==> src/rtl/rr_line_sequencer.sv <==
// Round-robin sequencer over eight request lines that drives a one-hot decoder select code {x,y,z}.
// Optional grant watchdog is compiled in with RR_SEQ_TIMEOUT_EN.
module rr_line_sequencer #(
  parameter int unsigned TIMEOUT = 15
) (
  input  logic       clk,
  input  logic       rst_n,
  input  logic [7:0] req,
  input  logic       ack,
  output logic       x,
  output logic       y,
  output logic       z,
  output logic       en,
  output logic [2:0] idx,
  output logic       err
);

  localparam logic [1:0] S_IDLE  = 2'd0;
  localparam logic [1:0] S_GRANT = 2'd1;
  localparam logic [1:0] S_GAP   = 2'd2;

  logic [1:0] state_q, state_d;
  logic [2:0] idx_q, idx_d;
  logic [2:0] code_q, code_d;
  logic [2:0] last_q, last_d;
  logic       en_q, en_d;
  logic [2:0] pick;
  logic       found;
  logic       abort;

  // First requester strictly after the last acknowledged index, wrapping.
  always_comb begin
    pick  = '0;
    found = 1'b0;
    for (int k = 1; k <= 8; k++) begin
      if (!found && req[3'(last_q + 3'(k))]) begin
        pick  = 3'(last_q + 3'(k));
        found = 1'b1;
      end
    end
  end

`ifdef RR_SEQ_TIMEOUT_EN
  logic [7:0] cnt_q, cnt_d;
  logic       err_q, err_d;

  assign abort = (state_q == S_GRANT) && !ack && (8'(cnt_q + 8'd1) == 8'(TIMEOUT));

  always_comb begin
    cnt_d = cnt_q;
    err_d = 1'b0;
    if (state_q == S_IDLE && found) cnt_d = '0;
    else if (state_q == S_GRANT)    cnt_d = 8'(cnt_q + 8'd1);
    if (abort) err_d = 1'b1;
  end

  always_ff @(posedge clk or negedge rst_n) begin
    if (!rst_n) begin
      cnt_q <= '0;
      err_q <= 1'b0;
    end else begin
      cnt_q <= cnt_d;
      err_q <= err_d;
    end
  end

  assign err = err_q;
`else
  assign abort = 1'b0;
  assign err   = 1'b0;
`endif

  always_comb begin
    state_d = state_q;
    idx_d   = idx_q;
    code_d  = code_q;
    last_d  = last_q;
    en_d    = en_q;
    case (state_q)
      S_IDLE: begin
        if (found) begin
          idx_d   = pick;
          code_d  = ~pick;
          en_d    = 1'b1;
          state_d = S_GRANT;
        end
      end
      S_GRANT: begin
        // ack takes precedence over a simultaneous watchdog abort
        if (ack) begin
          last_d  = idx_q;
          en_d    = 1'b0;
          state_d = S_GAP;
        end else if (abort) begin
          en_d    = 1'b0;
          state_d = S_GAP;
        end
      end
      S_GAP: begin
        en_d    = 1'b0;
        state_d = S_IDLE;
      end
      default: begin
        en_d    = 1'b0;
        state_d = S_IDLE;
      end
    endcase
  end

  always_ff @(posedge clk or negedge rst_n) begin
    if (!rst_n) begin
      state_q <= S_IDLE;
      idx_q   <= '0;
      code_q  <= 3'b111;
      last_q  <= 3'd7;
      en_q    <= 1'b0;
    end else begin
      state_q <= state_d;
      idx_q   <= idx_d;
      code_q  <= code_d;
      last_q  <= last_d;
      en_q    <= en_d;
    end
  end

  assign {x, y, z} = code_q;
  assign idx       = idx_q;
  assign en        = en_q;

endmodule

==> config.mk <==
export PLATFORM = sky130hd
export DESIGN_NAME = rr_line_sequencer
export DESIGN_NICKNAME = d
export VERILOG_FILES = /design/src/rtl/rr_line_sequencer.sv
export SDC_FILE = /design/constraint.sdc
export NUM_CORES = 1
export LEC_CHECK = 0
export ABC_AREA = 0
export BUFFER_PORTS_ARGS = -buffer_cell sky130_fd_sc_hd__buf_2
export CAP_MARGIN = 20
export CORE_UTILIZATION = 52
export DETAILED_ROUTE_END_ITERATION = 16
export GPL_TIMING_DRIVEN = 0
export PLACE_DENSITY = 0.76
export SLEW_MARGIN = 20
export SYNTH_ARGS = -nofsm -noshare
export SYNTH_HDL_FRONTEND = slang
export SYNTH_SLANG_ARGS = --single-unit
==> constraint.sdc <==
create_clock -name clk -period 3 [get_ports clk]
set_input_delay 0.15 -clock clk [delete_from_list [all_inputs] [get_ports clk]]
set_output_delay 0.15 -clock clk [all_outputs]
set_load 0.02 [all_outputs]
* Word-level counts from Yosys, hierarchy flattened
Cells that the tools add are included.
** Storage, ports and cells
- Word-level logic and storage cells :: 80
- Flip-flop bits (word level) :: 12
- Bits of input ports :: 11
** Cells by class
- Reductions and logical operators :: 18
- $lt $le $gt $ge :: 8
- Add/subtract/negate cells :: 7
- Muxes and demuxes :: 38
- Bitwise gates (word level) :: 1
- Equal/unequal tests :: 3
** Operators with widths (number)
- $lt A3 B4 Y1 const B :: 8
- $bmux W1 S3 :: 8
- $mux W3 :: 8
- $mux W1 :: 18
- $add A3 B3 Y3 const B :: 4
- $logic_and A1 B1 Y1 :: 7
- $logic_not A1 Y1 :: 7
- $add A3 B2 Y3 const B :: 2
- $reduce_and A2 Y1 :: 3
- $mux W2 :: 2
- $ne A2 B2 Y1 const B :: 2
- $pmux W2 S2 :: 1
- $add A3 B1 Y3 const B :: 1
- $not A3 Y3 :: 1
- $eq A2 B1 Y1 const B :: 1
- $logic_not A2 Y1 :: 1
- $pmux W1 S2 :: 1

* Logic depth before layout (Yosys ltp)
Gate-level depths: netlist of the first run.
- Depth in word-level cells :: 27
- Depth in mapped cells :: 11

* Worst setup path before layout of the first run
OpenSTA, ideal clock, no wires.
- Path type :: reg-to-reg
- Start point :: register last_q[0]
- End point :: register code_q[1]
- Clock period less this slack :: 2.964 ns
- Arrival :: 2.884 ns
- Stages on the path, launching flop included :: 12
- Required time :: 2.921 ns
- Setup slack :: 0.036 ns
- Path buffers :: 3
- Path through :: dfstp_2 > buf_6 > buf_8 > inv_1 > ha_1 > buf_6 > mux4_2 > mux2i_2 > nand2_1 > o31ai_4 > a311oi_2 > a32o_2
** Between the ends
- Word-level cells in the longest chain between the ends :: 26
- Elaborated cells on any way between the ends :: 55
** RTL lines
- start: declaration :: line 25 : logic [2:0] last_q, last_d;
- start signal: assignment :: line 121 : last_q <= last_d;
- $add A3 B1 Y3 :: line 36, 37
- $bmux W1 S3 :: line 36 : if (!found && req[3'(last_q + 3'(k))]) begin
- $mux W1 (implied by the code) :: line 36
- $mux W1 :: line 36
- $logic_not A1 Y1 :: line 36
- $logic_and A1 B1 Y1 :: line 36
- $mux W1 :: line 36
- $logic_not A1 Y1 :: line 36
- [10 not listed]
- $mux W1 :: line 36
- $logic_not A1 Y1 :: line 36
- $logic_and A1 B1 Y1 :: line 36
- $mux W1 :: line 36
- $logic_not A1 Y1 :: line 36
- $logic_and A1 B1 Y1 :: line 36
- $mux W1 / $mux W3 (equally long branches) :: line 36
- $reduce_and A2 Y1 (no line) / $not A3 Y3 (equally long branches)
- end signal: assignment :: line 120 : code_q <= code_d;
- end: declaration :: line 24 : logic [2:0] code_q, code_d;
Parallel ways exist; a longest one is shown, timed or not. The select of a mux whose other input is x is not followed.
A chain may end at the register's enable or synchronous reset.

* Worst setup path in the final report of the first run
- Start point :: register last_q[0]
- End point :: register code_q[0]
Same word-level chain as after synthesis.

==> out/results.txt, run 1 <==
Status - finished, final reports clean
Setup violators final - 0
Number of global-route vias before repair - 1205
CP Class - reg -> reg
CTS Buffer Depth - 2
Filler cell count - 155
Hold path depth - 2
Die width - 54.5 um
Routed vias - 1513
Initial antenna violation count - 0
Syn Area/Cell - 10.5 um^2
Nature of the critical path startpoint - register
Final ANT Viol Nets - 0
Synth Flop Type - dfstp_2
Synthesized flop and latch total - 11
Fin. max-slew vios - 0
Drt first pass iters - 4
Library cells used by synthesis - 55
Avg WL per Cell - 21.8 um
Post-detail-place hpwl - 2590 um
H-tree depth - 1
Total track usage - 27.8%
Initial Utilization - 56.3%
Yosys top cell by area - dfstp_2
Final setup margin - 0.0163 ns
Mapped Cells - 136
IO Count - 19
Fin crit share - 99.5%
Layout cells sized above 1 - 55.6%
Die height - 54.5 um
Number of synthesized flops with an enable pin - 0
IO buf count - 17
Vias per cell - 6.91
Hold Vio Cnt, Final - 0
Ant diodes - 0
Max-cap violations - 0
Pre-CTS WS - -0.358 ns
WL met3 - 431 um
Synth Warn # - 0
Syn nets - 149
Post-synth top cells - 13 x nand2_1, 10 x nor2_1, 8 x mux2i_1, 7 x mux4_2
Most numerous cell in the Yosys netlist - nand2_1
Worst min path class - in -> reg
DRC Markers - 0
Initial DRC count - 68
Core area - 2540 um^2
GPL Wtd Cong - 0.930
Crit end category - register
Post-synth top area share - 11.0%
Design Area, Final - 1960 um^2
First-pass GRT wire length - 5850 um
Upper clock frequency limit - 335 MHz
Area delta synth->final - 36.4%
Clk_lat worst skew - 0.28 ns
Critical Path RT - 3.19 ns
Arrival @ worst endpoint - 3.18 ns
Final #Nets - 203
Worst reg2reg path depth - 11
Wire length on met2 - 2300 um
FFs w/ async S/R, synth - 100%
Max FO, Critical Path - 6
Minimum clock period - 2.98 ns
Pin count of the biggest net entering global routing - 14
Final core occ - 76.8%
CTS Buf Count - 3
Placed cell area - 1560 um^2
Synth area leaders - dfstp_2 11%, mux4_2 11%, dfrtp_1 8.7%, mux2i_1 5.6%, mux2_2 4.7%
CTS tree - done
Seq/Total Area, Yosys - 19.7%
Clock Pin Slew Worst Setup and Hold Paths - 0.08 ns
Worst Skew - 0.0138 ns
Post-Route M1 WL - 1870 um
Highest routed layer - met4
Grt total ovfl - 0
CTS sink count - 11
Num rows - 18
Die Area - 2970 um^2
Clock root cell - clkbuf_4
Post-Route WL - 4780 um
Synthesized cell area - 1430 um^2
==> metal layers <==
metal  vias to the layer above  GRT usage, %
li1                        642             -
met1                       732          36.1
met2                       115          43.9
met3                        24          4.44
met4                         0          15.0
met5                         -             0
==> kinds of logic (layout without fill, tap and decap cells) <==
| family | count (synthesis) | in the layout | synth area share (%) |
|---|---|---|---|
| flops | 11 | 11 | 19.7 |
| buf+inv | 15 | 68 | 6.81 |
| mux | 27 | 27 | 30.0 |
| simple gates | 42 | 42 | 16.0 |
| xor+xnor | 3 | 3 | 2.88 |
| compound gates | 35 | 35 | 22.6 |
| other cells | 1 | 1 | 0.262 |
| fa+ha+maj | 2 | 2 | 1.74 |
==> timing repair <==
action	4_1_cts	5_1_grt
buffers inserted	9	23
setup endpoints to repair	7	7
gates resized for setup	14	9
hold buffers	1	0
hold endpoints to repair	11	0
pin swaps	8	8
==> sequential cells by signal, summed over array words and instances (netlist names) <==
register  cells
idx           3
en            1
code_q        3
state_q       1
last_q        3
==> worst max-delay path: stages (launching register included) <==
cell and delay [ns]:
dfstp_2 0.54, buf_6 0.10, buf_8 0.12, clkinvlp_4 0.11, ha_4 0.29, clkbuf_4 0.17, mux4_2 0.37, buf_4 0.18
mux2_2 0.30, a21oi_1 0.30, a221oi_2 0.14, o31a_1 0.29
==> layout by cell type, fill, tap and decap left out, types with 5 or more instances in the layout <==
master,n
nor2_1,10
mux2_2,6
buf_2,19
nand2_1,12
dfrtp_1,5
nand2b_1,5
buf_4,29
inv_1,5
mux4_2,7
dfstp_2,6
==> path summary, 6_finish.rpt <==
path | from | endpoint | slack (ns)
hold / removal | ack | en | 0.09
setup / recovery | last_q[0] | code_q[0] | 0.02
hold reg to reg | idx[0] | idx[0] | 0.51
max in group asynchronous | rst_n | last_q[1] | 2.45
setup reg to reg | last_q[0] | code_q[0] | 0.02
min in group asynchronous | rst_n | en | 0.27
==> area by class of cell <==
class,count,area (um^2),area share [%]
plain buffers,8,73.8,3.77
flip-flops and latches,11,283,14.5
well taps,30,37.5,1.92
inverters,6,26.3,1.34
clock buffers,4,26.3,1.34
repair buffers,50,364,18.6
multi-input cells,110,1140,58.5
==> stage by stage <==
step           hold slack, ns  setup TNS (ns)  instances
3_5_place_dp           0.0230           -1.89        183
3_3_place_gp           0.0174           -1.31        183
5_1_grt                 0.113          -0.304        219
2_1_floorplan          -0.146               0        136
6_report               0.0862               0        219
4_1_cts                 0.102               0        196
Power of run 1 is not shown: default switching activity piles up to over one toggle a cycle in this logic, so the estimate is an artifact.
==> inputs of run 2 (changes only) <==
Settings changed: SETUP_SLACK_MARGIN from default to 0.15.
==> out/results.txt, run 2 (synthesized netlist as in run 1, its figures left out) <==
Status - finished, final reports clean
Final setup margin - 0.0896 ns
Hold path depth - 2
CTS sink count - 11
CTS Buf Count - 3
Reg2reg end - idx[2]
Die height - 54.5 um
Arrival @ worst endpoint - 3.07 ns
Clock root cell - clkbuf_4
H-tree depth - 1
Filler cell count - 172
RSZ-0062 raised after global routing - yes
Crit end category - register
Hold Vio Cnt, Final - 0
Num rows - 18
R2R Setup Slk - 0.09 ns
Number of global-route vias before repair - 1266
IO buf count - 17
Post-Route WL - 4020 um
Die Area - 2970 um^2
Worst Hold End - en
Max-cap violations - 0
Clock Pin Slew Worst Setup and Hold Paths - 0.07 ns
GPL Wtd Cong - 0.946
Routed vias - 1389
Grt total ovfl - 0
Initial Utilization - 56.3%
Commonest non-fill, non-tap cell in the layout - buf_2
Core area - 2540 um^2
Register area - 283 um^2
Most frequent cells in the layout - 19 x buf_2, 17 x buf_4, 12 x nand2_1
Worst min path class - in -> reg
Fin crit share - 97.0%
Initial antenna violation count - 0
Setup violators final - 0
Nature of the critical path startpoint - register
Setup TNS - 0 ns
Max FO, Critical Path - 6
Fin. max-slew vios - 0
Reg-to-reg startpoint - last_q[0]
DRC Markers - 0
Pin count of the biggest net entering global routing - 12
CTS Buffer Depth - 2
Critical Path RT - 3.16 ns
CP Class - reg -> reg
First-pass GRT wire length - 6080 um
Clk_lat worst skew - 0.26 ns
Worst Skew - 0.000721 ns
Vias per cell - 6.71
Layout cells sized above 1 - 53.1%
CTS tree - done
IO Count - 19
Total track usage - 29.2%
Worst hold path startpoint - ack
Worst reg2reg path depth - 12
Worst Hold Slack - 0.0820 ns
Final ANT Viol Nets - 0
Multi-input logic area - 1150 um^2
Post-detail-place hpwl - 2690 um
Pre-CTS WS - -0.177 ns
Final #Nets - 191
Drt first pass iters - 4
Upper clock frequency limit - 344 MHz
Avg WL per Cell - 19.4 um
Area delta synth->final - 30.3%
Die width - 54.5 um
Ant diodes - 0
Minimum clock period - 2.91 ns
Initial DRC count - 55
==> run 2: changes by cell type in the layout (fill, tap and decap cells not counted), moves of 2 or more <==
cell,delta
buf_4,-12
buf_6,+2
mux2i_1,+2
mux2i_2,-3
==> run 2: layout make-up <==
cell class,instances,share of cell area (%)
tap,30,2.01
sequential,11,15.1
clock buffer,4,1.41
buffer,9,4.55
inverter,6,1.41
multi-input combinational,110,61.7
timing repair buffer,37,13.8
==> run 2: worst max path at each step <==
stage	startpoint	cells past startpoint	endpoint
after global routing	last_q[0]	12	idx[2]
after CTS	last_q[0]	12	idx[0]
after global placement	last_q[1]	10	code_q[1]
final	last_q[0]	12	idx[2]
after detailed placement	last_q[1]	10	code_q[1]
after floorplan	last_q[0]	11	code_q[1]
==> run 2: routing by layer <==
| metal | routed length, um | track usage (%) |
|---|---|---|
| met5 | 0 | 0 |
| met4 | 94 | 11.5 |
| met3 | 220 | 4.72 |
| met2 | 2010 | 45.9 |
| met1 | 1700 | 39.8 |
==> run 2: metrics by stage <==
stage,instances,area [um^2],util [%]
floorplan,136,1460,-
global placement,183,1580,62.1
detailed placement,183,1580,62.1
CTS,201,1790,70.5
global route,207,1870,73.4
finish,207,1870,73.4
==> run 2: critical path: stages (launching register included) <==
cell	delay [ns]
dfstp_2	0.55
buf_6	0.10
buf_8	0.09
clkinvlp_4	0.10
ha_4	0.30
buf_8	0.12
mux4_2	0.38
buf_4	0.18
a221oi_2	0.26
a31oi_1	0.08
a31oi_1	0.31
a211oi_2	0.08
a311oi_1	0.26
==> run 2: timing repair <==
| item | CTS | global route |
|---|---|---|
| setup endpoints to repair | 7 | 7 |
| gates resized for setup | 14 | 9 |
| buffers inserted | 13 | 6 |
| pin swaps | 13 | 8 |
| hold buffers | 1 | 0 |
| hold endpoints to repair | 11 | 0 |
Power of run 2 is left out for the same reason.
